<file path="src/rtl/bcd_pkg.sv">
// Shared BCD definitions for the two-digit counter and the downstream
// BCD-to-one-hot decoder.
//   bcd_t            : one BCD digit (4 bits, legal range BCD_MIN..BCD_MAX)
//   BCD_MIN/BCD_MAX  : digit limits
//   bcd_valid()      : true when a nibble holds a legal BCD digit
package bcd_pkg;

    typedef logic [3:0] bcd_t;

    localparam bcd_t BCD_MIN = 4'd0;
    localparam bcd_t BCD_MAX = 4'd9;

    function automatic logic bcd_valid(input bcd_t v);
        return (v <= BCD_MAX);
    endfunction

endpackage

</file>
<file path="src/rtl/bcd_digit.sv">
// One registered BCD digit with load, up/down step and rollover.
// Ports:
//   clk, reset     : clock, synchronous active-high reset (digit -> 0)
//   step_i         : advance the digit one position this cycle
//   d_i            : direction, 0 = up, 1 = down
//   load_i         : load load_digit_i (wins over step_i)
//   load_digit_i   : digit to load, assumed already validated
//   digit_o        : registered digit value
//   carry_o        : combinational, up step rolling 9 -> 0
//   borrow_o       : combinational, down step rolling 0 -> 9
module bcd_digit
    import bcd_pkg::*;
(
    input  logic clk,
    input  logic reset,
    input  logic step_i,
    input  logic d_i,
    input  logic load_i,
    input  bcd_t load_digit_i,
    output bcd_t digit_o,
    output logic carry_o,
    output logic borrow_o
);

    bcd_t digit_q;
    bcd_t digit_d;

    always_comb begin
        digit_d = digit_q;
        if (load_i) begin
            digit_d = load_digit_i;
        end else if (step_i) begin
            if (!d_i) begin
                digit_d = (digit_q == BCD_MAX) ? BCD_MIN : bcd_t'(digit_q + 4'd1);
            end else begin
                digit_d = (digit_q == BCD_MIN) ? BCD_MAX : bcd_t'(digit_q - 4'd1);
            end
        end
    end

    always_ff @(posedge clk) begin
        if (reset) begin
            digit_q <= BCD_MIN;
        end else begin
            digit_q <= digit_d;
        end
    end

    assign digit_o  = digit_q;
    assign carry_o  = step_i & ~d_i & (digit_q == BCD_MAX);
    assign borrow_o = step_i &  d_i & (digit_q == BCD_MIN);

endmodule

</file>
<file path="src/rtl/bcd_counter2.sv">
// Two-digit (00-99) BCD up/down counter with validated load, wrap or
// saturate at the limits, terminal-count pulse and load-error pulse.
// Parameters:
//   WRAP     : 1 = wrap 99<->00, 0 = saturate at 99 / 00
// Ports:
//   clk, reset : clock, synchronous active-high reset
//   en         : count enable, one step per cycle
//   d          : direction, 0 = up, 1 = down
//   load       : load request (beats en)
//   load_val   : {tens, ones} BCD value to load
//   ones, tens : registered BCD digits
//   tc         : registered pulse, one cycle after any step taken at a limit
//   load_err   : registered pulse, one cycle after a load with a non-BCD nibble
module bcd_counter2
    import bcd_pkg::*;
#(
    parameter bit WRAP = 1'b1
) (
    input  logic       clk,
    input  logic       reset,
    input  logic       en,
    input  logic       d,
    input  logic       load,
    input  logic [7:0] load_val,
    output logic [3:0] ones,
    output logic [3:0] tens,
    output logic       tc,
    output logic       load_err
);

    bcd_t ones_val;
    bcd_t tens_val;
    logic ones_carry;
    logic ones_borrow;
    logic tens_carry;
    logic tens_borrow;

    logic load_ok;
    logic digit_load;
    logic step_req;
    logic at_max;
    logic at_min;
    logic limit_hit;
    logic ones_step;
    logic tens_step;

    logic tc_q;
    logic tc_d;
    logic load_err_q;
    logic load_err_d;

    assign load_ok    = bcd_valid(load_val[3:0]) & bcd_valid(load_val[7:4]);
    assign digit_load = load & load_ok;

    // A rejected load still blocks the step for that cycle.
    assign step_req   = en & ~load;

    assign at_max     = (ones_val == BCD_MAX) & (tens_val == BCD_MAX);
    assign at_min     = (ones_val == BCD_MIN) & (tens_val == BCD_MIN);
    assign limit_hit  = d ? at_min : at_max;

    // In saturate mode the step at the limit is swallowed; tc still fires.
    assign ones_step  = step_req & ~(limit_hit & (WRAP == 1'b0));
    assign tens_step  = ones_carry | ones_borrow;

    assign tc_d       = step_req & limit_hit;
    assign load_err_d = load & ~load_ok;

    bcd_digit u_ones (
        .clk          (clk),
        .reset        (reset),
        .step_i       (ones_step),
        .d_i          (d),
        .load_i       (digit_load),
        .load_digit_i (load_val[3:0]),
        .digit_o      (ones_val),
        .carry_o      (ones_carry),
        .borrow_o     (ones_borrow)
    );

    bcd_digit u_tens (
        .clk          (clk),
        .reset        (reset),
        .step_i       (tens_step),
        .d_i          (d),
        .load_i       (digit_load),
        .load_digit_i (load_val[7:4]),
        .digit_o      (tens_val),
        .carry_o      (tens_carry),
        .borrow_o     (tens_borrow)
    );

    always_ff @(posedge clk) begin
        if (reset) begin
            tc_q       <= 1'b0;
            load_err_q <= 1'b0;
        end else begin
            tc_q       <= tc_d;
            load_err_q <= load_err_d;
        end
    end

    // Tens carry/borrow feed nothing: the limit is detected on the full count.
    logic unused_tens_flags;
    assign unused_tens_flags = tens_carry ^ tens_borrow;

    assign ones     = ones_val;
    assign tens     = tens_val;
    assign tc       = tc_q;
    assign load_err = load_err_q;

endmodule

</file>
<file path="config.mk">
export PLATFORM = sky130hd
export DESIGN_NAME = bcd_counter2
export DESIGN_NICKNAME = d
export VERILOG_FILES = /design/src/rtl/bcd_pkg.sv /design/src/rtl/bcd_digit.sv /design/src/rtl/bcd_counter2.sv
export SDC_FILE = /design/constraint.sdc
export NUM_CORES = 1
export LEC_CHECK = 0
export BUFFER_PORTS_ARGS = -buffer_cell sky130_fd_sc_hd__buf_2
export CAP_MARGIN = 20
export CORE_MARGIN = 10
export CORE_UTILIZATION = 45
export CTS_CLUSTER_DIAMETER = 100
export CTS_CLUSTER_SIZE = 40
export DETAILED_ROUTE_END_ITERATION = 6
export GPL_TIMING_DRIVEN = 0
export PLACE_DENSITY = 0.79
export SLEW_MARGIN = 40
export SYNTH_ARGS = -nofsm -noshare
export SYNTH_HDL_FRONTEND = slang
export SYNTH_HIERARCHICAL = 1
export SYNTH_SLANG_ARGS = --single-unit
</file>
<file path="constraint.sdc">
create_clock -name clk -period 2.1 [get_ports clk]
set_input_delay 0.63 -clock clk [delete_from_list [all_inputs] [get_ports clk]]
set_output_delay 0.63 -clock clk [all_outputs]
set_load 0.005 [all_outputs]
</file>
==> impl_metrics.env, run 1 <==
export IMPL_wl_per_cell_um=15.9
export IMPL_fill_cells=150
export IMPL_crit_fanout=13
export IMPL_worstPathArrival_ns=2.17
export IMPL_finalCritPeriodShare_pct=96.0
export IMPL_slew_viol_final=0
export IMPL_placed_cells=135
export IMPL_nets=136
export IMPL_total_leakage_power_nw=0.440
export IMPL_syn_area_um2=791
export IMPL_rr_worst_depth=7
export IMPL_place_area_um2=922
export IMPL_hold_violations=0
export IMPL_cp_slowest_cell="or4b_4"
export IMPL_grt_met2_usage_pct=18.9
export IMPL_rows=15
export IMPL_syn_inst=96
export IMPL_insertion_delay_ns=0.26
export IMPL_fin_crit_ns=2.02
export IMPL_numClockSinks=10
export IMPL_pwr_share_clk_pct=29.7
export IMPL_cp_startpoint="d"
export IMPL_grt_busiest_layer="met2"
export IMPL_grt_use_total_pct=11.4
export IMPL_slew_headroom_pct=75.7
export IMPL_cts_buffer_depth=2
export IMPL_worstSetupEndpointType="flop"
export IMPL_viasPerCell=6.15
export IMPL_htree_levels=1
export IMPL_grt_pass1_vias=780
export IMPL_gp_congestion=0.767
export IMPL_insertedDiodeCount=0
export IMPL_ys_warn_count=6
export IMPL_design_area_um2=966
export IMPL_setup_viol=0
export IMPL_multi_input_area_um2=546
export IMPL_area_growth_pct=22.2
export IMPL_hold_class="in2reg"
export IMPL_p_total_mw=0.582
export IMPL_cp_required_ns=2.25
export IMPL_peakVddDrop_v=0.000301
export IMPL_holdPathStages=3
export IMPL_start_util_pct=46.8
export IMPL_setup_ws_ns=0.0845
export IMPL_grt_pass1_wl_um=3390
export IMPL_path_cells="buf_2, or4b_4, nor2_1, or2_2, or3b_2, a21oi_1, a211o_1"
export IMPL_worst_slew_pin_slew_ns=0.364
export IMPL_intPower_mw=0.401
export IMPL_hold_buffers=0
export IMPL_io_pins=23
export IMPL_reg2reg_from="u_ones/digit_o[0]"
export IMPL_numCtsBuffers=3
export IMPL_crit_type="in2reg"
export IMPL_cts_root_buf="clkbuf_4"
export IMPL_wirelength_um=2210
export IMPL_drc_errors=0
export IMPL_hold_slack_ns=0.617
export IMPL_firstDrtPassIters=4
export IMPL_fin_tns_setup_ns=0
export IMPL_dieArea_um2=3830
export IMPL_rsz0062_at_grt="false"
export IMPL_coreArea_um2=1690
export IMPL_net_switching_power_mw=0.182
export IMPL_p_comb_share_pct=29.5
export IMPL_place_ws_ns=-0.336
export IMPL_tritoncts="done"
export IMPL_antenna_found_initial=0
export IMPL_ff_latch_area_um2=200
export IMPL_p_sw_share_pct=31.2
export IMPL_die_w_um=61.9
export IMPL_synth_avg_cell_area_um2=8.24
export IMPL_dp_hpwl_um=1620
export IMPL_ant_nets=0
export IMPL_syn_nets=109
export IMPL_path_clk_slew_ns=0.07
export IMPL_final_util_pct=57.2
export IMPL_die_y_um=61.9
export IMPL_hp_start="load_val[0]"
export IMPL_drt_iter0_markers=27
export IMPL_power_frac_seq_pct=40.8
export IMPL_cap_viol_max_count=0
export IMPL_layout_drive_gt1_share_pct=29.5
export IMPL_startpoint_type="primary input"
export IMPL_io_buffers=22
export IMPL_grt_met3_usage_pct=2.85
export IMPL_status="completed"
export IMPL_p_per_area_nw_per_um2=603
export IMPL_vias=855
export IMPL_post_cts_buffers=0
export IMPL_overflow=0
export IMPL_skew_ns=0.000617
export IMPL_fmax_mhz=496
export IMPL_cp_slowest_stage_delay_ns=0.52
export IMPL_grt_max_degree=15
export IMPL_grtUsageMet1_pct=13.7
export IMPL_layout_cells_non_filler=139
-- worst paths after layout --
kind                       end  slack, ns
max          u_tens/digit_o[3]       0.08
min          u_ones/digit_o[0]       0.62
max reg2reg  u_tens/digit_o[3]       0.18
min reg2reg  u_ones/digit_o[2]       0.65
-- power groups by stage --
stage / logic (mW) / registers, mW / clock network, mW
4_1_cts: 0.170 / 0.237 / 0.176
6_report: 0.172 / 0.237 / 0.173
5_1_grt: 0.190 / 0.241 / 0.190
2_1_floorplan: 0.111 / 0.236 / 0
3_3_place_gp: 0.160 / 0.241 / 0
3_5_place_dp: 0.168 / 0.242 / 0
-- placed cells by master, fill, tap and decap left out --
| cell type | instances |
|---|---|
| buf_2 | 22 |
| dfxtp_1 | 10 |
| xor2_1 | 8 |
| a21oi_1 | 7 |
| inv_1 | 6 |
| nand2_1 | 6 |
| nand2b_1 | 5 |
| nor2_1 | 5 |
| o21ai_0 | 4 |
| a211o_1 | 4 |
| or3b_2 | 4 |
| nand4_1 | 3 |
| clkbuf_4 | 3 |
| buf_6 | 2 |
| or2b_1 | 2 |
| or4b_4 | 2 |
| clkbuf_1 | 2 |
| o2111ai_1 | 2 |
| a21o_1 | 2 |
| a311oi_1 | 2 |
| nand3b_1 | 2 |
| nand4bb_1 | 2 |
| nor3b_1 | 2 |
| a31oi_1 | 2 |
| nor3_1 | 2 |
| o2111a_1 | 2 |
| or2_2 | 1 |
| nor2b_4 | 1 |
| and3_1 | 1 |
| nor4_1 | 1 |
| or4_1 | 1 |
| mux2i_1 | 1 |
| and4b_1 | 1 |
| clkbuf_8 | 1 |
| nor4b_1 | 1 |
-- state kept, by name, summed over array words and instances, names as in the netlist --
name and flops:
u_tens/digit_o 4, load_err 1, tc 1, u_ones/digit_o 4
-- metal layers --
layer	share of wire [%]	vias to the layer above
met2	50	30
met1	42	412
met3	7.6	0
met4	0	0
li1	-	413
met5	0	-
-- worst max-delay path: cells and delay by family --
family / cells / cell delay, ns
compound gates: 2 / 0.33
buf+inv: 1 / 0.23
simple gates: 4 / 0.98
-- layout make-up --
type                       count  share of cell area (%)
buffer                         4                    3.11
clock buffer                   4                    3.76
inverter                       6                    2.33
multi-input combinational     76                    56.5
sequential                    10                    20.7
tap                           17                    2.20
timing repair buffer          22                    11.4
-- repair_timing --
item                                    4_1_cts  5_1_grt
endpoints found under the setup margin        2        1
endpoints found under the hold margin         0        0
resized for setup                             1        1
Note: power is estimated with default switching activity, not from simulation.
==> run 2: changes to the inputs <==
==> constraint.sdc (replaced) <==
create_clock -name clk -period 2.1 [get_ports clk]
set_input_delay 0.21 -clock clk [delete_from_list [all_inputs] [get_ports clk]]
set_output_delay 0.21 -clock clk [all_outputs]
set_load 0.005 [all_outputs]
==> run 2 against run 1 <==
Net effect:
- sequential cell count did not move
- cell area fell by 0.78%
- first-iteration DRC count increased by 33%
- register-to-register slack is essentially flat
- cell count stayed put
- hold slack worse by 0.42 ns
- wire length fell by 0.81%
- fmax up 4.5%
- via count decreased by 1.3%
- combinational power barely moved
- sequential power hardly changed
- global-route usage unchanged
- critical path type is now reg2reg
- critical endpoint unchanged
- largest cell class unchanged
- largest power group unchanged
==> impl_metrics.env, run 2 (synthesis gave the netlist of run 1 again) <==
export IMPL_firstDrtPassIters=4
export IMPL_fill_cells=151
export IMPL_insertedDiodeCount=0
export IMPL_nets=136
export IMPL_cp_slowest_cell="or4b_4"
export IMPL_worstPathArrival_ns=2.08
export IMPL_tritoncts="done"
export IMPL_worst_slew_pin_slew_ns=0.625
export IMPL_pwr_share_clk_pct=29.9
export IMPL_rsz0062_at_grt="false"
export IMPL_cts_root_buf="clkbuf_4"
export IMPL_crit_type="reg2reg"
export IMPL_vias=844
export IMPL_io_pins=23
export IMPL_dp_hpwl_um=1620
export IMPL_crit_fanout=8
export IMPL_cp_required_ns=2.25
export IMPL_start_util_pct=46.8
export IMPL_cp_slowest_stage_delay_ns=0.53
export IMPL_ant_nets=0
export IMPL_layout_drive_gt1_share_pct=28.7
export IMPL_p_comb_share_pct=29.2
export IMPL_final_common_cell="buf_2"
export IMPL_skew_ns=0.000725
export IMPL_startpoint_type="flop"
export IMPL_path_cells="buf_6, or4b_4, nor2_1, or2_2, or3b_2, a21oi_1, a211o_1"
export IMPL_placed_cells=135
export IMPL_drt_iter0_markers=36
export IMPL_fin_tns_setup_ns=0
export IMPL_critPathBufInv=1
export IMPL_intPower_mw=0.399
export IMPL_status="completed"
export IMPL_path_clk_slew_ns=0.07
export IMPL_power_frac_seq_pct=40.9
export IMPL_net_switching_power_mw=0.182
export IMPL_hold_class="in2reg"
export IMPL_finalCritPeriodShare_pct=91.8
export IMPL_layout_cells_non_filler=139
export IMPL_setup_viol=0
export IMPL_io_buffers=22
export IMPL_numClockSinks=10
export IMPL_die_y_um=61.9
export IMPL_post_cts_buffers=0
export IMPL_hold_buffers=0
export IMPL_peakVddDrop_v=0.000289
export IMPL_die_w_um=61.9
export IMPL_cts_buffer_depth=2
export IMPL_gp_congestion=0.767
export IMPL_post_cts_resized=0
export IMPL_p_per_area_nw_per_um2=606
export IMPL_rows=15
export IMPL_coreArea_um2=1690
export IMPL_drc_errors=0
export IMPL_total_leakage_power_nw=0.435
export IMPL_insertion_delay_ns=0.26
export IMPL_overflow=0
export IMPL_htree_levels=1
export IMPL_p_sw_share_pct=31.3
export IMPL_critPathTopFamily="simple AND/OR/NAND/NOR gates"
export IMPL_viasPerCell=6.07
export IMPL_slew_headroom_pct=58.2
export IMPL_fin_crit_ns=1.93
export IMPL_dieArea_um2=3830
export IMPL_antenna_found_initial=0
export IMPL_worstSetupEndpointType="flop"
export IMPL_grt_max_degree=15
export IMPL_area_growth_pct=21.2
export IMPL_wl_per_cell_um=15.8
export IMPL_hold_violations=0
export IMPL_grt_pass1_vias=780
export IMPL_fmax_mhz=519
export IMPL_wirelength_um=2190
export IMPL_slew_viol_final=0
export IMPL_mostFrequentLayoutCells="buf_2, dfxtp_1, xor2_1, a21oi_1"
export IMPL_grt_use_total_pct=11.4
export IMPL_numCtsBuffers=3
export IMPL_grt_pass1_wl_um=3390
export IMPL_cap_viol_max_count=0
-- run 2: cell counts in the layout (fill, tap and decap cells not counted) --
Identical to the previous run, type by type.
-- run 2: stage by stage --
stage                     setup slack, ns  total power [mW]  util (%)  area [µm²]  hold WS (ns)
after CTS                           0.189             0.583      56.7         958         0.197
after global routing               0.0592             0.620      56.7         958         0.194
after global placement              0.155             0.401      54.6         922         0.467
after detailed placement           0.0837             0.409      54.6         922         0.477
after floorplan                     0.339             0.348         -         791         0.279
final                               0.172             0.581      56.7         958         0.197
-- run 2: worst reg2reg max path, delay by kind of cell, from the launching register on --
kind | cells | cell delay (ns)
buffers and inverters | 1 | 0.15
DFF | 1 | 0.34
AOI/OAI and AO/OA | 2 | 0.33
and+or+nand+nor | 4 | 1.00
-- run 2: final timing paths --
| path | start | to | slack [ns] | cells past startpoint |
|---|---|---|---|---|
| max | u_ones/digit_o[0] | u_tens/digit_o[3] | 0.17 | 7 |
| min | load_val[0] | u_ones/digit_o[0] | 0.20 | 3 |
| max reg2reg | u_ones/digit_o[0] | u_tens/digit_o[3] | 0.17 | 7 |
| min reg2reg | u_ones/digit_o[2] | u_ones/digit_o[2] | 0.65 | 2 |
-- run 2: layout make-up --
type                       count  area (µm²)  share of cell area (%)
clock buffer                   4        36.3                    3.79
sequential                    10         200                    20.9
tap                           17        21.3                    2.22
timing repair buffer          22         110                    11.5
inverter                       6        22.5                    2.35
buffer                         4        30.0                    3.13
multi-input combinational     76         538                    56.1
-- run 2: power by group through the flow --
| stage | clock [mW] | sequential [mW] | combinational [mW] |
|---|---|---|---|
| after floorplan | 0 | 0.236 | 0.111 |
| after global placement | 0 | 0.241 | 0.160 |
| after global routing | 0.190 | 0.241 | 0.188 |
| after detailed placement | 0 | 0.242 | 0.168 |
| final | 0.174 | 0.238 | 0.170 |
| after CTS | 0.176 | 0.237 | 0.169 |
-- run 2: layer usage --
| metal | part of all wire (%) | vias to the layer above | track usage, % | wire length [µm] |
|---|---|---|---|---|
| met1 | 44 | 405 | 13.7 | 956 |
| met4 | 0 | 0 | 4.46 | 0 |
| met2 | 50 | 28 | 18.9 | 1100 |
| met3 | 5.9 | 0 | 2.85 | 130 |
| li1 | - | 411 | - | - |
| met5 | 0 | - | 0 | 0 |
==> run 3: changes to the inputs <==
Settings changed: PLACE_DENSITY 0.79 to not set, PLACE_DENSITY_LB_ADDON set to 0.2.
==> run 3 against run 2 <==
Net effect:
- sequential cell count is the same
- register-to-register slack gained 0.04 ns
- count of clock-buffer cells in the layout shrank 1
- utilization shrank 0.81 points
- critical path depth shrank 1
- total power shrank 8.2%
- combinational power is essentially flat
- cell area shrank 1.4%
- via count shrank 5.6%
- wire length shrank 6.1%
- sequential power is essentially flat
- largest cell class unchanged
- highest routed layer is now met4
==> impl_metrics.env, run 3 (synthesis gave the netlist of run 1 again) <==
export IMPL_final_common_cell="buf_2"
export IMPL_rows=15
export IMPL_start_util_pct=46.8
export IMPL_insertedDiodeCount=0
export IMPL_firstDrtPassIters=4
export IMPL_rsz0062_at_grt="false"
export IMPL_overflow=0
export IMPL_grt_pass1_wl_um=3310
export IMPL_worst_slew_pin_slew_ns=0.568
export IMPL_hold_slack_ns=0.196
export IMPL_post_cts_resized=0
export IMPL_wirelength_um=2060
export IMPL_crit_type="reg2reg"
export IMPL_status="completed"
export IMPL_skew_ns=0.00363
export IMPL_fin_tns_setup_ns=0
export IMPL_pwr_share_clk_pct=24.3
export IMPL_worstSetupEndpointType="flop"
export IMPL_ff_latch_area_um2=200
export IMPL_dp_hpwl_um=1540
export IMPL_gp_congestion=0.762
export IMPL_p_comb_share_pct=31.2
export IMPL_die_w_um=61.9
export IMPL_numCtsBuffers=3
export IMPL_fmax_mhz=530
export IMPL_ant_nets=0
export IMPL_area_growth_pct=19.5
export IMPL_tritoncts="done"
export IMPL_drt_iter0_markers=25
export IMPL_numClockSinks=10
export IMPL_grt_pass1_vias=753
export IMPL_wl_per_cell_um=14.9
export IMPL_hold_violations=0
export IMPL_r2r_slack_ns=0.21
export IMPL_design_area_um2=945
export IMPL_die_y_um=61.9
export IMPL_p_sw_share_pct=32.4
export IMPL_fin_crit_ns=1.89
export IMPL_layout_drive_gt1_share_pct=28.1
export IMPL_net_switching_power_mw=0.173
export IMPL_path_clk_slew_ns=0.06
export IMPL_place_area_um2=922
export IMPL_multi_input_area_um2=538
export IMPL_hold_buffers=0
export IMPL_slew_headroom_pct=62.1
export IMPL_coreArea_um2=1690
export IMPL_p_per_area_nw_per_um2=565
export IMPL_io_pins=23
export IMPL_vias=797
export IMPL_worstPathArrival_ns=2.10
export IMPL_slew_viol_final=0
export IMPL_io_buffers=22
export IMPL_cap_viol_max_count=0
export IMPL_nets=136
export IMPL_dieArea_um2=3830
export IMPL_post_cts_buffers=0
export IMPL_fill_cells=179
export IMPL_finalCritPeriodShare_pct=89.8
export IMPL_setup_viol=0
export IMPL_crit_fanout=9
export IMPL_antenna_found_initial=0
export IMPL_p_total_mw=0.534
export IMPL_cts_root_buf="clkbuf_4"
export IMPL_cts_buffer_depth=2
export IMPL_mostFrequentLayoutCells="buf_2, dfxtp_1, xor2_1, a21oi_1"
export IMPL_peakVddDrop_v=0.000360
export IMPL_hold_class="in2reg"
export IMPL_viasPerCell=5.78
export IMPL_insertion_delay_ns=0.27
export IMPL_total_leakage_power_nw=0.427
export IMPL_intPower_mw=0.361
export IMPL_power_frac_seq_pct=44.5
export IMPL_cp_required_ns=2.31
export IMPL_grt_max_degree=15
export IMPL_drc_errors=0
export IMPL_startpoint_type="flop"
export IMPL_grt_use_total_pct=11.4
export IMPL_htree_levels=1
[run 3: changes by cell type in the layout (fill, tap and decap cells not counted)]
cell / previous run / this run
clkbuf_8: 1 / 0
[run 3: final timing paths]
path,from,to,cells past startpoint
min reg2reg,u_tens/digit_o[2],u_tens/digit_o[2],2
max reg2reg,u_ones/digit_o[1],u_tens/digit_o[3],6
max,u_ones/digit_o[1],u_tens/digit_o[3],6
min,load_val[4],u_tens/digit_o[0],3
[run 3: cell type report]
cell class                 count  area share, %
timing repair buffer          22           11.7
tap                           17           2.25
multi-input combinational     76           57.0
sequential                    10           21.2
clock buffer                   3           2.38
inverter                       6           2.38
buffer                         4           3.18
[run 3: metrics by stage]
stage / cells / setup WS [ns] / utilization, %
floorplan: 96 / 0.339 / -
CTS: 138 / 0.210 / 55.9
finish: 138 / 0.214 / 55.9
global placement: 135 / 0.170 / 54.6
global route: 138 / 0.0832 / 55.9
detailed placement: 135 / 0.147 / 54.6
[run 3: power groups by stage]
stage / Combinational (mW) / Sequential [mW] / Clock [mW]
finish: 0.167 / 0.237 / 0.130
global route: 0.186 / 0.242 / 0.139
CTS: 0.167 / 0.237 / 0.137
detailed placement: 0.166 / 0.241 / 0
global placement: 0.162 / 0.241 / 0
floorplan: 0.111 / 0.236 / 0
[run 3: worst max-delay path, cell delays in order, from the launching register on]
cell,delay (ns)
dfxtp_1,0.50
or4b_4,0.20
nor2_1,0.04
or2_2,0.36
or3b_2,0.45
a21oi_1,0.17
a211o_1,0.12
[run 3: metal layers]
layer	share of wire (%)	global-route usage, %	up-vias
li1	-	-	408
met2	43	16.1	25
met5	0	0	-
met4	0.87	4.46	0
met1	47	14.7	360
met3	8.8	4.88	4
